`src/rtl/shift_pkg.sv`:
```
`default_nettype none
// ============================================================================
// Module  : shift_pkg
// Purpose : Definitions shared by the A:B shift-chain transmit and receive
//           sides: receiver state encoding, frame geometry, and bit order.
// Ports   : none (package)
// Rev     : 1.0  initial release
// ============================================================================
package shift_pkg;

  // Width of one half (A or B) of the chain word.
  localparam int PKG_HALF_W = 8;

  // Bits per frame on the serial link.
  localparam int FRAME_BITS = 2 * PKG_HALF_W;

  // The chain is shifted out B[0] first, A[7] last.
  localparam bit LSB_FIRST = 1'b1;

  typedef enum logic [1:0] {
    IDLE = 2'd0,
    RECV = 2'd1,
    HOLD = 2'd2
  } deser_state_t;

endpackage : shift_pkg
`default_nettype wire

```
`src/rtl/deser_shift_reg.sv`:
```
`default_nettype none
// ============================================================================
// Module  : deser_shift_reg
// Purpose : W-bit right-shift register; new serial bits enter at the MSB so
//           that after W LSB-first shifts Q equals the transmitted word.
// Ports   : Clk      - rising-edge clock
//           Reset_n  - asynchronous active-low reset, clears Q
//           Shift_En - shift one bit this cycle
//           Shift_In - serial data bit
//           Q        - register contents
// Rev     : 1.0  initial release
// ============================================================================
module deser_shift_reg
  import shift_pkg::*;
#(
  parameter int W = FRAME_BITS
) (
  input  logic         Clk,
  input  logic         Reset_n,
  input  logic         Shift_En,
  input  logic         Shift_In,
  output logic [W-1:0] Q
);

  always_ff @(posedge Clk or negedge Reset_n) begin
    if (!Reset_n) begin
      Q <= '0;
    end else if (Shift_En) begin
      Q <= {Shift_In, Q[W-1:1]};
    end
  end

endmodule : deser_shift_reg
`default_nettype wire

```
`src/rtl/shift_deser_16.sv`:
```
`default_nettype none
// ============================================================================
// Module  : shift_deser_16
// Purpose : Serial-to-parallel receiver for the 16-bit A:B shift chain.
//           Collects an LSB-first frame, holds the rebuilt word with a
//           valid/ack handshake and flags bits dropped while holding.
// Ports   : Clk      - rising-edge clock
//           Reset_n  - asynchronous active-low reset
//           Start    - begin a new frame (clears bit count)
//           Shift_En - Shift_In is valid this cycle
//           Shift_In - serial data bit
//           Ack      - consumer has taken the held word
//           Busy     - frame reception in progress
//           Valid    - complete word held
//           Overrun  - sticky: a bit arrived and was dropped while holding
//           Aout     - upper half of the word
//           Bout     - lower half of the word
// Rev     : 1.0  initial release
// ============================================================================
module shift_deser_16
  import shift_pkg::*;
#(
  parameter int HALF_W = 8
) (
  input  logic              Clk,
  input  logic              Reset_n,
  input  logic              Start,
  input  logic              Shift_En,
  input  logic              Shift_In,
  input  logic              Ack,
  output logic              Busy,
  output logic              Valid,
  output logic              Overrun,
  output logic [HALF_W-1:0] Aout,
  output logic [HALF_W-1:0] Bout
);

  localparam int FW = 2 * HALF_W;
  localparam int CW = $clog2(FW);

  deser_state_t  state;
  logic [CW-1:0] cnt;
  logic [FW-1:0] sr;
  logic          shift_ok;

  // A bit is taken only while receiving; a restart cycle discards its bit.
  assign shift_ok = (state == RECV) && !Start && Shift_En;

  deser_shift_reg #(
    .W (FW)
  ) u_sr (
    .Clk      (Clk),
    .Reset_n  (Reset_n),
    .Shift_En (shift_ok),
    .Shift_In (Shift_In),
    .Q        (sr)
  );

  assign Aout = sr[FW-1:HALF_W];
  assign Bout = sr[HALF_W-1:0];

  always_ff @(posedge Clk or negedge Reset_n) begin
    if (!Reset_n) begin
      state   <= IDLE;
      cnt     <= '0;
      Busy    <= 1'b0;
      Valid   <= 1'b0;
      Overrun <= 1'b0;
    end else begin
      case (state)
        IDLE: begin
          if (Start) begin
            state   <= RECV;
            cnt     <= '0;
            Busy    <= 1'b1;
            Overrun <= 1'b0;
          end
        end

        RECV: begin
          if (Start) begin
            cnt     <= '0;
            Overrun <= 1'b0;
          end else if (Shift_En) begin
            if (cnt == CW'(FW - 1)) begin
              state <= HOLD;
              cnt   <= '0;
              Busy  <= 1'b0;
              Valid <= 1'b1;
            end else begin
              cnt <= cnt + 1'b1;
            end
          end
        end

        HOLD: begin
          if (Ack) begin
            Valid <= 1'b0;
            if (Start) begin
              state <= RECV;
              cnt   <= '0;
              Busy  <= 1'b1;
            end else begin
              state <= IDLE;
            end
          end else if (Shift_En) begin
            // Word not yet taken: the bit is lost, remember that it was.
            Overrun <= 1'b1;
          end
        end

        default: begin
          state <= IDLE;
          cnt   <= '0;
          Busy  <= 1'b0;
          Valid <= 1'b0;
        end
      endcase
    end
  end

endmodule : shift_deser_16
`default_nettype wire

```
`config.mk`:
```
export PLATFORM = sky130hd
export DESIGN_NAME = shift_deser_16
export DESIGN_NICKNAME = d
export VERILOG_FILES = /design/src/rtl/shift_pkg.sv /design/src/rtl/deser_shift_reg.sv /design/src/rtl/shift_deser_16.sv
export SDC_FILE = /design/constraint.sdc
export NUM_CORES = 1
export LEC_CHECK = 0
export BUFFER_PORTS_ARGS = -buffer_cell sky130_fd_sc_hd__clkbuf_2
export CORE_UTILIZATION = 52
export DETAILED_ROUTE_END_ITERATION = 8
export PLACE_DENSITY = 0.81
export SKIP_LAST_GASP = 1
export SLEW_MARGIN = 15
export SYNTH_ARGS = -nofsm -noshare
export SYNTH_HDL_FRONTEND = slang
export SYNTH_SLANG_ARGS = --single-unit
```
`constraint.sdc`:
```
create_clock -name Clk -period 2.08 [get_ports Clk]
set_input_delay 0.416 -clock Clk [delete_from_list [all_inputs] [get_ports Clk]]
set_output_delay 0.416 -clock Clk [all_outputs]
set_load 0.05 [all_outputs]
```
### Word-level counts from Yosys, hierarchy flattened

Cells that the tools add are included.

| word-level totals | value |
|---|---|
| register bits | 25 |
| bits of input ports | 6 |
| logic and storage cells | 59 |

| operators by class | value |
|---|---|
| equality and inequality tests | 12 |
| add/subtract/negate cells | 1 |
| bitwise logic cells | 1 |
| reductions and logical operators | 11 |
| muxes and demuxes | 28 |

Operator list:

| operator | number |
|---|---|
| 4-bit 2-to-1 mux | 5 |
| 1-bit 2-to-1 mux | 13 |
| 2-bit inequality test, second input constant | 6 |
| 4-bit case mux with 3 select lines | 1 |
| 2-bit 2-to-1 mux | 5 |
| 5-bit AND reduction | 2 |
| 4-bit AND reduction | 2 |
| 1-bit case mux with 3 select lines | 2 |
| 2-bit case mux with 3 select lines | 1 |
| 4-bit by 1-bit adder with 4-bit output, second input constant | 1 |
| 4-bit equality test, second input constant | 1 |
| 2-bit by 1-bit inequality test with 1-bit output, second input constant | 2 |
| 3-bit inequality test, second input constant | 1 |
| 2-bit by 1-bit equality test with 1-bit output, second input constant | 1 |
| 2-bit equality test, second input constant | 1 |
| 1-bit logical AND | 2 |
| 2-bit zero test | 1 |
| 1-bit case mux with 2 select lines | 1 |
| 2-bit AND reduction | 1 |
| 2-bit nonzero test | 1 |
| 2-bit OR reduction | 1 |
| 1-bit zero test | 1 |
| 1-bit NOT | 1 |

### Depth between registers and ports, before layout

Gate-level depths: netlist of the first run.

| logic depth | value |
|---|---|
| depth in word-level cells | 5 |
| gate-level depth with buffers | 7 |
| gate-level depth less buffers | 5 |

### By module

From an unflattened synthesis of the first run, not the netlist that was laid out.

| unflattened totals | value |
|---|---|
| cell total of the unflattened synthesis | 82 |
| area, all modules | 1137.3 µm² |

By module, submodules not included:

| module | cells each | sequential area each (µm²) | instances | area an instance (µm²) |
|---|---|---|---|---|
| deser_shift_reg | 34 | 400.4 | 1 | 649.4 |
| shift_deser_16 | 48 | 225.2 | 1 | 488.0 |

### Least setup slack after synthesis of the first run

No wires, ideal clock.

| path | value |
|---|---|
| path type | register -> register |
| start | register state[1] |
| end | register u_sr.Q[15] |
| period minus slack after synthesis | 1452 ps |
| required time | 1955 ps |
| data arrival time | 1326 ps |
| buffers on the path | 3 |
| stages on the path, launching flop included | 7 |
| setup time | 125 ps |
| path slack | 628 ps |
| path through | dfrtp_1 > buf_6 > nor2_4 > and3_4 > buf_6 > buf_12 > mux2_4 |

| between the ends | value |
|---|---|
| longest elaborated chain between the ends | 3 |

RTL lines:

| what | RTL line | RTL |
|---|---|---|
| start: declaration | shift_deser_16.sv:41 | `deser_state_t state;` |
| start signal: assignment | shift_deser_16.sv:64 | `state <= IDLE;` |
| start signal: assignment | shift_deser_16.sv:73 | `state <= RECV;` |
| start signal: assignment | shift_deser_16.sv:86 | `state <= HOLD;` |
| 2-bit by 1-bit equality test with 1-bit output | shift_deser_16.sv:47 | `assign shift_ok = (state == RECV) && !Start && Shift_En;` |
| 1-bit logical AND (2 in series) | shift_deser_16.sv:47 |  |
| end signal: assignment | deser_shift_reg.sv:29 | `Q <= {Shift_In, Q[W-1:1]};` |
| end: declaration | deser_shift_reg.sv:22 | `output logic [W-1:0] Q` |

Every way passes these cells.
A chain may end at the register's enable or synchronous reset.

### Worst setup path after layout of the first run

| path | value |
|---|---|
| start | register state[1] |
| end | register u_sr.Q[2] |

The elaborated chain is that of the path after synthesis.

==> results of run 1 <==
==> metal layers <==
layer  vias to the layer above  track usage
li1                        359            -
met1                       373        0.252
met2                        18        0.338
met3                         4       0.0283
met4                         0       0.0882
met5                         -            0
==> cell families after synthesis <==
| family | after synthesis |
|---|---|
| adders and majority gates | 1 |
| and+or+nand+nor | 21 |
| AOI/OAI and AO/OA | 19 |
| DFF | 25 |
| buffers and inverters | 5 |
| muxes | 16 |
==> per-stage QoR <==
step	utilization	hold slack [ns]	std cells
final	0.627	0.0756	138
after detailed placement	0.612	0.452	134
after global placement	0.612	0.442	134
after floorplan	-	0.120	87
after CTS	0.627	0.0827	138
after global routing	0.627	0.109	138
==> power groups by stage <==
stage	combinational [mW]	clock (mW)	sequential, mW
2_1_floorplan	0.201	0	1.16
3_3_place_gp	0.798	0	0.730
3_5_place_dp	0.810	0	0.742
4_1_cts	0.812	0.229	0.731
5_1_grt	0.844	0.248	0.752
6_report	0.805	0.216	0.728
==> worst min-delay path by stage <==
stage | slack, ns | end | start | cells past startpoint
CTS | 0.08 | u_sr.Q[4]$_DFFE_PN0P_ | Reset_n | 1
floorplan | 0.12 | Busy$_DFFE_PN0P_ | Reset_n | 0
finish | 0.08 | u_sr.Q[0]$_DFFE_PN0P_ | Reset_n | 1
global placement | 0.44 | u_sr.Q[6]$_DFFE_PN0P_ | Reset_n | 1
detailed placement | 0.45 | u_sr.Q[6]$_DFFE_PN0P_ | Reset_n | 1
global route | 0.11 | u_sr.Q[0]$_DFFE_PN0P_ | Reset_n | 1
==> Yosys cell counts, types with 2 or more instances <==
cell | instances | area share
dfrtp_1 | 25 | 0.56
mux2_2 | 9 | 0.091
a21oi_1 | 8 | 0.036
mux2_4 | 7 | 0.094
nand2_1 | 6 | 0.020
nor2_1 | 5 | 0.017
o21ai_0 | 5 | 0.022
buf_6 | 2 | 0.020
nand4_1 | 2 | 0.011
o31ai_1 | 2 | 0.013
==> final cells by class <==
class | instances | area (sq um)
Fill cell | 171 | 747
Timing Repair Buffer | 24 | 120
Clock inverter | 1 | 7.51
Clock buffer | 3 | 22.5
Tap cell | 27 | 33.8
Sequential cell | 25 | 626
Inverter | 1 | 3.75
Multi-Input combinational cell | 57 | 442
==> flip-flops by register name, summed over array words and instances (netlist names) <==
signal / count
Overrun: 1
cnt: 4
u_sr.Q: 16
Valid: 1
Busy: 1
state: 2
==> worst reg2reg max path, cell delays in order, from the launching register on <==
cell and delay (ns):
dfrtp_1 0.52, nor2_4 0.17, and3_4 0.38, mux2_2 0.38
==> metrics.txt, run 1 <==
final setup TNS=0 ns; fin crit share=0.749; leakage=0.631 nW; Clock Skew=0.00836 ns; CP Depth=3; asr flop ratio synth=1.00; worst endpoint data arrival time=1.77 ns; Design Area, Final=0.00125 sq mm; post-CTS setup buffers=0; all-layer global routing usage=0.198; DPL Wire Length=1370 um; Area Growth Syn to Fin=12.2%; vias in the first global route=786; die width=48.4 um; Placement Cell Area=0.00122 sq mm; final hold vios=0; Vias/cell=5.46; min Tclk post-route=1.56 ns; root buffer selected by CTS=clkbuf_4; CP max stage delay=0.52 ns; clk slew on worst S/H paths=0.14 ns; CP Max Fanout=19; PD cells=1390 mW/mm^2; Critical Path End=u_sr.Q[2]$_DFFE_PN0P_; CP cell instances=nor2_4 -> and3_4 -> mux2_2; Highest Signal Layer=met4; number of buffers and inverters on the critical path=0; met2 routed WL=926 um; total wire length=1910 um; largest net degree at the start of global routing=26; Post-Syn Area=0.00112 sq mm; Avg WL per Cell=13.9 um; die height=48.4 um; Critical Path RT=2.29 ns; Net Sw Frac=0.471; Post-Synth Adder-Cell Area=0.0112; worst r2r dst=u_sr.Q[2]$_DFFE_PN0P_; CP Class=reg2reg; CTS tree=done; Nets=119; Internal Power=0.926 mW; Peak VDD IR=872 uV; post-synthesis mux area share=0.185; Post-CTS Hold Buffers=0; Slew @ Worst Pin=0.602 ns; endpoints failing setup=0; most frequent cells in the layout=25 x dfrtp_1, 24 x clkbuf_2, 9 x mux2_2; Pwr Total=1.75 mW; count of cell types in the netlist=26; total core area=0.00200 sq mm; Setup crit start=state[1]$_DFFE_PN0P_; relative slew slack=0.599; cells on worst reg2reg path=3; CP Capture Type=register; clock sink total=25; Worst R2R Setup Slack=0.52 ns; status=finished clean; drt first pass iters=4; Hold Crit Class=in2async; M1 wire length=894 um; largest family of logic cells by synthesized area=multiplexers; synth warn=0; Post-synth EDFFs=0; Synth Net Count=94; Buffers on Ports=24; clock power share=0.123; total grt overflow=0; gpl congestion=0.735; slowest CP cell=dfrtp_1; layout cells sized above 1=0.432; IO Pins=25; Yosys reg bits=25; cell family with most CP delay=simple AND/OR/NAND/NOR gates; Logic pwr share=0.460; Synth Instances=87; post-synthesis area per instance=12.9 sq um; initial antenna violation count=0; later-pin clock latency in the skew report=0.32 ns; Setup WS pre-CTS=0.513 ns; RSZ-0062 raised after global routing=no; maximum clock rate=642 MHz; post-synthesis sequential area ratio=0.559; compound-gate portion of the synthesized area=0.0962; die area=0.00234 sq mm; ant diodes=0; most common flop cell mapped by yosys=dfrtp_1; crit start category=register; first-pass GRT wire length=3590 um; detailed-route via count=754; Synth Area in Simple Gates=0.103; commonest non-fill, non-tap cell in the layout=dfrtp_1; cts bufs inserted=3; row count=16; metal3 WL=57 um; Antenna Nets Post-Route=0; sequential share of power=0.416; DR iter-0 viols=1; Net Sw Power=0.823 mW; final worst slack=0.522 ns; RR Startpoint=state[1]$_DFFE_PN0P_; cts repair resizes=0; maxcap violations=0; Initial Util=0.559; Final Slew Violations=0; Post-Synth XOR/XNOR Area=0; H-tree levels=1; CTS Buffer Depth=2; DRC=0
Power figures use the tool's default switching activity.
==> run 2, diff against run 1 <==
- ABC_AREA: default -> 1
- CORE_UTILIZATION: 52 -> 53
- PLACE_DENSITY: 0.81 -> 0.82
- clock period: 2.08 -> 1.6 ns (I/O delays scaled with it)
==> run 2 against run 1 <==
The run now ends with hold timing left. Global-route usage up 0.47 points. Register-to-register slack worse by 0.37 ns. Sequential share of layout area down 3.6 points. Flip-flop and latch count unchanged. Highest routed layer unchanged.
==> metrics.txt, run 2 <==
status=finished with violations; failing checks=hold timing; Clock Skew=0.00102 ns; Synth Instances=131; largest net degree at the start of global routing=33; clock sink total=25; post-synthesis area per instance=9.15 sq um; Placement Cell Area=0.00132 sq mm; CP max stage delay=0.46 ns; Design Area, Final=0.00135 sq mm; fin crit share=0.902; Nets=164; die width=49.6 um; Yosys reg bits=25; cts bufs inserted=3; DRC=0; Slew @ Worst Pin=0.589 ns; detailed-route via count=940; Synth Net Count=138; ant diodes=0; area leader, netlist=dfrtp_1; dpl cells=179; Buffers on Ports=24; endpoints failing setup=0; first-pass GRT wire length=3850 um; row count=16; vias in the first global route=940; drt first pass iters=4; initial antenna violation count=0; relative slew slack=0.608; main area contributors after synthesis=dfrtp_1 52%, nand2_1 10%, a21oi_2 5.8%; cell family with most CP delay=simple AND/OR/NAND/NOR gates; RSZ-0062 raised after global routing=no; Final Slew Violations=0; asr flop ratio synth=1.00; most common flop cell mapped by yosys=dfrtp_1; Area Growth Syn to Fin=12.9%; worst endpoint data arrival time=1.65 ns; most frequent cells in the layout=32 x nand2_1, 25 x dfrtp_1, 24 x clkbuf_2; cts repair resizes=0; post-CTS setup buffers=0; maxcap violations=0; Antenna Nets Post-Route=0; final hold vios=25; layout cells sized above 1=0.308; root buffer selected by CTS=clkbuf_4; slowest CP cell=dfrtp_1; total core area=0.00204 sq mm; final hold slack=-0.0126 ns; final setup TNS=0 ns; crit start category=register; max reg flops=16; CTS Buffer Depth=2; CP cell instances=inv_2 -> nor3_4 -> nand2_8 -> nor2_1 -> a21oi_2; number of buffers and inverters on the critical path=1; commonest non-fill, non-tap cell in the layout=nand2_1; Vias/cell=5.14; Commonest cells post-synth=32 x nand2_1, 25 x dfrtp_1, 14 x inv_1; CP Max Fanout=32; count of cell types in the netlist=20; Reg with most FFs=u_sr.Q; H-tree levels=1; Initial Util=0.587; gpl congestion=0.862; Post-Syn Area=0.00120 sq mm; DR iter-0 viols=14; Post-synth EDFFs=0; IO Pins=25; post-synthesis sequential area ratio=0.522; all-layer global routing usage=0.203; Yosys top cell area share=0.522; maximum clock rate=693 MHz; later-pin clock latency in the skew report=0.31 ns; CP Class=reg2reg; synth warn=0; Critical Path RT=1.81 ns; Hold Crit Class=in2async; die area=0.00246 sq mm; Final Non-Filler Cells=183; most common cell in the netlist=nand2_1; DPL Wire Length=1610 um; CP Capture Type=register; Post-CTS Hold Buffers=0; CTS tree=done; clk slew on worst S/H paths=0.13 ns; min Tclk post-route=1.44 ns; total wire length=2120 um; die height=49.6 um; Avg WL per Cell=11.6 um; total grt overflow=0; largest registers=u_sr.Q x16, cnt x4, state x2
run 2: cell types whose count changed after synthesis, moves of 6 or more:
cell / previous run / this run
a21oi_2: 0 / 8
o21ai_2: 0 / 8
nor2_1: 5 / 13
inv_1: 1 / 14
mux2_4: 7 / 0
nand2_1: 6 / 32
a21oi_1: 8 / 2
nand3_1: 1 / 9
mux2_2: 9 / 0
run 2: worst reg2reg max path, cell delays in order (launching register included):
cell	delay, ns
dfrtp_1	0.46
inv_2	0.12
nor3_4	0.30
nand2_8	0.23
nor2_1	0.19
a21oi_2	0.04
run 2: cells by family (layout without fill, tap and decap cells):
kind of cell | Yosys count | after routing | synth area share
XOR/XNOR | 1 | 1 | 0.00731
AND/OR/NAND/NOR | 62 | 62 | 0.235
adder cells (fa/ha/maj) | 1 | 1 | 0.0104
buffers and inverters | 18 | 43 | 0.0752
flip-flops | 25 | 25 | 0.522
AO/OA/AOI/OAI | 24 | 24 | 0.150
run 2: final cells by class:
class | instances | area (sq um)
Clock buffer | 4 | 26.3
Fill cell | 196 | 688
Inverter | 15 | 56.3
Multi-Input combinational cell | 88 | 492
Sequential cell | 25 | 626
Tap cell | 27 | 33.8
Timing Repair Buffer | 24 | 120
run 2: through the flow:
stage	setup WS [ns]	util	hold slack, ns
finish	0.157	0.663	-0.0126
global route	0.0326	0.663	0.0311
CTS	0.130	0.659	0.00339
detailed placement	0.146	0.646	0.355
global placement	0.225	0.646	0.348
floorplan	0.401	-	0.0244
run 2: worst paths after layout:
path	from	endpoint	slack, ns	depth (start not counted)
worst max-delay path	state[0]$_DFFE_PN0P_	u_sr.Q[15]$_DFFE_PN0P_	0.16	5
worst min-delay path	Reset_n	Busy$_DFFE_PN0P_	-0.01	1
worst max register to register	state[0]$_DFFE_PN0P_	u_sr.Q[15]$_DFFE_PN0P_	0.16	5
worst min register to register	Valid$_DFFE_PN0P_	Valid$_DFFE_PN0P_	0.48	2
max in group asynchronous	Reset_n	Overrun$_DFFE_PN0P_	1.23	1
min in group Clk	Shift_In	u_sr.Q[15]$_DFFE_PN0P_	0.25	3
run 2: per-layer routing:
metal,global-route usage,vias to the layer above,wire [um]
met2,0.383,29,1100
li1,-,468,-
met3,0.0278,2,92
met1,0.230,441,916
met4,0.0714,0,15
met5,0,-,0
Power of run 2 is not shown: default switching activity piles up to over one toggle a cycle in this logic, so the estimate is an artifact.
